<file path="src/rtl/serial_magnitude_comparator.sv">
// Bit-serial MSB-first magnitude comparator, unsigned or two's complement.
// Holds registered lt/gt/eq and operand-sign flags until the next operation.
module serial_magnitude_comparator #(
    parameter int WIDTH      = 8,
    parameter bit EARLY_EXIT = 1'b1
) (
    input  logic             clk,
    input  logic             rst_n,
    input  logic [WIDTH-1:0] x,
    input  logic [WIDTH-1:0] y,
    input  logic             negselect,
    input  logic             start,
    output logic             busy,
    output logic             done,
    output logic             lt,
    output logic             gt,
    output logic             eq,
    output logic             xneg,
    output logic             yneg
);

    localparam int IW = (WIDTH > 1) ? $clog2(WIDTH) : 1;
    localparam logic [IW-1:0] TOP = IW'(WIDTH - 1);

    typedef enum logic {
        IDLE,
        RUN
    } state_t;

    state_t           state, state_n;
    logic [WIDTH-1:0] xr, yr, xr_n, yr_n;
    logic             negr, negr_n;
    logic [IW-1:0]    idx, idx_n;
    logic             dlt, dgt, dlt_n, dgt_n;
    logic             done_n, lt_n, gt_n, eq_n;
    logic             xneg_n, yneg_n;
    logic             xb, yb, sgn, hit_lt, hit_gt;
    logic             decided, hit, last;

    assign busy = (state == RUN);

    // Sign bits compare in the opposite sense when signed.
    assign xb      = xr[idx];
    assign yb      = yr[idx];
    assign sgn     = negr && (idx == TOP);
    assign hit_gt  = sgn ? (!xb && yb) : (xb && !yb);
    assign hit_lt  = sgn ? (xb && !yb) : (!xb && yb);
    assign decided = dlt || dgt;
    assign hit     = !decided && (hit_lt || hit_gt);
    assign last    = (idx == '0);

    always_comb begin
        state_n = state;
        xr_n    = xr;
        yr_n    = yr;
        negr_n  = negr;
        idx_n   = idx;
        dlt_n   = dlt;
        dgt_n   = dgt;
        done_n  = 1'b0;
        lt_n    = lt;
        gt_n    = gt;
        eq_n    = eq;
        xneg_n  = xneg;
        yneg_n  = yneg;
        unique case (state)
            IDLE: begin
                if (start) begin
                    xr_n    = x;
                    yr_n    = y;
                    negr_n  = negselect;
                    xneg_n  = negselect && x[WIDTH-1];
                    yneg_n  = negselect && y[WIDTH-1];
                    idx_n   = TOP;
                    dlt_n   = 1'b0;
                    dgt_n   = 1'b0;
                    lt_n    = 1'b0;
                    gt_n    = 1'b0;
                    eq_n    = 1'b0;
                    state_n = RUN;
                end
            end
            RUN: begin
                if (hit) begin
                    dlt_n = hit_lt;
                    dgt_n = hit_gt;
                end
                if ((EARLY_EXIT && hit) || last) begin
                    lt_n    = dlt_n;
                    gt_n    = dgt_n;
                    eq_n    = !(dlt_n || dgt_n);
                    done_n  = 1'b1;
                    state_n = IDLE;
                end else begin
                    idx_n = idx - 1'b1;
                end
            end
            default: state_n = IDLE;
        endcase
    end

    always_ff @(posedge clk or negedge rst_n) begin
        if (!rst_n) begin
            state <= IDLE;
            xr    <= '0;
            yr    <= '0;
            negr  <= 1'b0;
            idx   <= TOP;
            dlt   <= 1'b0;
            dgt   <= 1'b0;
            done  <= 1'b0;
            lt    <= 1'b0;
            gt    <= 1'b0;
            eq    <= 1'b0;
            xneg  <= 1'b0;
            yneg  <= 1'b0;
        end else begin
            state <= state_n;
            xr    <= xr_n;
            yr    <= yr_n;
            negr  <= negr_n;
            idx   <= idx_n;
            dlt   <= dlt_n;
            dgt   <= dgt_n;
            done  <= done_n;
            lt    <= lt_n;
            gt    <= gt_n;
            eq    <= eq_n;
            xneg  <= xneg_n;
            yneg  <= yneg_n;
        end
    end

endmodule
</file>
<file path="config.mk">
export PLATFORM = sky130hd
export DESIGN_NAME = serial_magnitude_comparator
export DESIGN_NICKNAME = d
export VERILOG_FILES = /design/src/rtl/serial_magnitude_comparator.sv
export SDC_FILE = /design/constraint.sdc
export NUM_CORES = 1
export LEC_CHECK = 0
export CORE_ASPECT_RATIO = 0.75
export CORE_MARGIN = 4
export CORE_UTILIZATION = 61
export CTS_BUF_LIST = sky130_fd_sc_hd__clkbuf_4 sky130_fd_sc_hd__clkbuf_8 sky130_fd_sc_hd__clkbuf_16
export DETAILED_ROUTE_END_ITERATION = 7
export DONT_BUFFER_PORTS = 1
export HOLD_SLACK_MARGIN = 0.06
export PLACE_DENSITY = 0.77
export REMOVE_ABC_BUFFERS = 1
export SLEW_MARGIN = 10
export SYNTH_ARGS = -nofsm -noshare
export SYNTH_HDL_FRONTEND = slang
export SYNTH_SLANG_ARGS = --single-unit
</file>
<file path="constraint.sdc">
create_clock -name clk -period 2.7 [get_ports clk]
set_input_delay 0.27 -clock clk [delete_from_list [all_inputs] [get_ports clk]]
set_output_delay 0.27 -clock clk [all_outputs]
set_load 0.02 [all_outputs]
</file>
==> impl_results.md <==
* Tot GR Track Use at ~22%
* CP max stage delay at slightly below 700 ps
* Gate Count Post-Synth at 153
* Worst Hold Slack at 89.1 ps
* Clock share of power at 15.1%
* Fin crit share at 99.3%
* Reg2Reg Depth at 7
* CP max FO at 8
* Htree depth at 2
* Final Max Slew Viols at 0
* Pre-CTS WS at ~12 ps
* Sequential cell area fraction in the yosys report at approximately half
* Antenna diodes at 0
* Combinational power share at between 40% and 50%
* Netlist Area Pre-Place at between 1000 and 1500 µm²
* Vias in the first global route at ~1,100
* CTS Buffer Depth at 2
* Final Hold Fails at 0
* Area leader, netlist: dfrtp_1
* CP cell instances: mux4_2 > mux2i_2 > inv_1 > ha_4 > nor3b_1 > mux2i_1 > a311oi_1
* YS warnings at 0
* Leakage dissipation at slightly below 0.9 nW
* Post-DRT Antenna Nets at 0
* Period minus WS final at 2680 ps
* First DRT Iteration DRCs at 66
* CP Launch Type: register
* GP Congestion at ~0.9
* Power share of the sequential group at between 30% and 40%
* CP max-delay cell: dfstp_2
* Overall power at about 0.0025 W
* Vias post-DR at between 1,000 and 1,500
* Final global-route overflow total at 0
* Initial Utilization at between 60% and 70%
* Sw Share at roughly two fifths
* Flops & latches, synth at 29
* Post-DP HPWL at roughly 2000 µm
* I/O Buffers at 0
* Post-Syn Area per Cell at just under 10 µm²
* Drt pass-1 iters at 5
* Layout cell share with drive strength beyond 1 at 17.1%
* P per Cell Area at roughly 1400 nW/µm²
* Synth top cells by count: 58 x nand2_1, 26 x dfrtp_1, 7 x inv_1
* Most common cell in the netlist: nand2_1
* Status: complete, no violations
* Vias per Instance at ~5.7
* Clk root buf: clkbuf_4
* Worst hold stages at 2
* Synth top area cells: dfrtp_1 44%, nand2_1 15%, mux4_2 6.1%, dfstp_2 5.3%, ha_1 4.2%
* Worst skew pair latency at about 340 ps
* CTS tree: built
* IO Pins at 27
* Wire per inst at around 16 µm
* Net Switching at about 0.0011 W
* First-pass GRT wire length at around 5200 µm
* DRT Wirelength at roughly 3400 µm
* Post-synth EDFFs at 0
* Maxcap violations at 0
* Post-route setup slack at between 15 and 20 ps
* Clk_skew at 13.3 ps
* Rows at 15
* Crit end category: register
* # nets final at around 200
* P&R area growth vs syn at 23.0%
* Reg clk slew, reported paths at about 100 ps
* Slew headroom at 69.2%
* Worst vdd ir at 0.951 mV
* Die width at 64.9 µm
* Slew at the pin with the worst max-slew slack at between 400 and 500 ps
* Number of buffers created by CTS at 5
* Worst hold path class: in2reg
* Final setup vio count at 0
* # DRC at 0
* Max Fclk at between 300 and 400 MHz
* Initial antenna violation count at 0
* Post-synthesis cell type count at 34
* Die ar. at approximately 3300 µm²
* Core Region at between 2000 and 2500 µm²
* Ys flop type: dfrtp_1
* Int Power at around 0.0015 W
* Finished Core Util at between 70% and 80%
* Largest net degree at the start of global routing at 30
* CP Data Required Time at 2920 ps
* RSZ-0062 raised after global routing: true
* Setup CP Type: reg2reg
* Die Y at about 51 µm
* Clk sink count at 29
* Asr flop ratio synth at 100%
* Synth top area share at between 40% and 50%
* Setup_tns at 0 ps
* Arrival time at the worst endpoint at approximately 2900 ps
-- power groups by stage --
stage	sequential [W]	clock (W)	combinational, W
2_1_floorplan	0.000832	0	0.000797
5_1_grt	0.000930	0.000409	0.00132
4_1_cts	0.000884	0.000385	0.00104
3_5_place_dp	0.000890	0	0.000979
3_3_place_gp	0.000887	0	0.000927
6_report	0.000906	0.000379	0.00122
-- cells by family (layout without fill, tap and decap cells) --
kind of cell | count (synthesis) | in the layout | synth area share, %
AND/OR/NAND/NOR | 81 | 81 | 25.1
multiplexers | 9 | 9 | 9.45
flip-flops | 29 | 29 | 49.2
adder cells (fa/ha/maj) | 5 | 5 | 4.22
buffers and inverters | 16 | 38 | 5.49
AO/OA/AOI/OAI | 13 | 13 | 6.58
-- cell type report --
| class | count | area (µm²) |
|---|---|---|
| Tap cell | 34 | 42.5 |
| Inverter | 7 | 26.3 |
| Fill cell | 155 | 485 |
| Sequential cell | 29 | 729 |
| Clock buffer | 6 | 51.3 |
| Clock inverter | 2 | 37.5 |
| Timing Repair Buffer | 23 | 230 |
| Multi-Input combinational cell | 108 | 706 |
-- cells in the final DEF, fill, tap and decap left out, types with 2 or more instances in the layout --
| master | count |
|---|---|
| buf_4 | 4 |
| clkbuf_4 | 5 |
| dfrtp_1 | 26 |
| dfstp_2 | 3 |
| dlygate4sd3_1 | 18 |
| ha_1 | 4 |
| inv_1 | 7 |
| mux2i_1 | 3 |
| mux2i_2 | 2 |
| mux4_2 | 4 |
| nand2_1 | 58 |
| nand2b_1 | 2 |
| nand3_1 | 3 |
| nor2_1 | 3 |
| nor2b_1 | 2 |
| o21ai_0 | 6 |
-- worst max-delay path: cells and delay by family, from the launching register on --
family | cells | cell delay (ps)
flip-flops | 1 | 680
multiplexers | 3 | 950
adder cells (fa/ha/maj) | 1 | 260
AO/OA/AOI/OAI | 1 | 330
buffers and inverters | 1 | 110
AND/OR/NAND/NOR | 1 | 230
-- worst paths after layout --
kind | slack [ps] | endpoint | from
max | 20 | lt | idx[0]
min | 90 | xneg | negselect
max reg2reg | 20 | lt | idx[0]
min reg2reg | 480 | xr[4] | xr[4]
max in group asynchronous | 2090 | idx[1] | rst_n
min in group asynchronous | 360 | negr | rst_n
-- stage by stage --
stage,cells,cell area [µm²]
5_1_grt,209,1820
6_report,209,1820
2_1_floorplan,144,1430
3_5_place_dp,181,1490
4_1_cts,208,1790
3_3_place_gp,181,1490
-- flip-flops by register name, summed over array words and instances, names as in the netlist --
signal  flops
eq          1
lt          1
xr          8
idx         3
yr          8
dgt         1
done        1
dlt         1
negr        1
busy        1
xneg        1
yneg        1
gt          1
-- per-layer routing --
metal | part of all wire, % | vias to the layer above | global-route usage (%)
li1 | - | 551 | -
met1 | 40 | 573 | 25.9
met2 | 51 | 57 | 35.0
met3 | 7.3 | 6 | 9.84
met4 | 1.6 | 0 | 7.02
met5 | 0 | - | 0
-- timing repair --
action,CTS,global route
hold buffers,19,0
endpoints found under the setup margin,1,7
endpoints found under the hold margin,48,0
gates resized for setup,2,5
gates cloned,0,0
buffers inserted,0,1
Power figures use the tool's default switching activity.
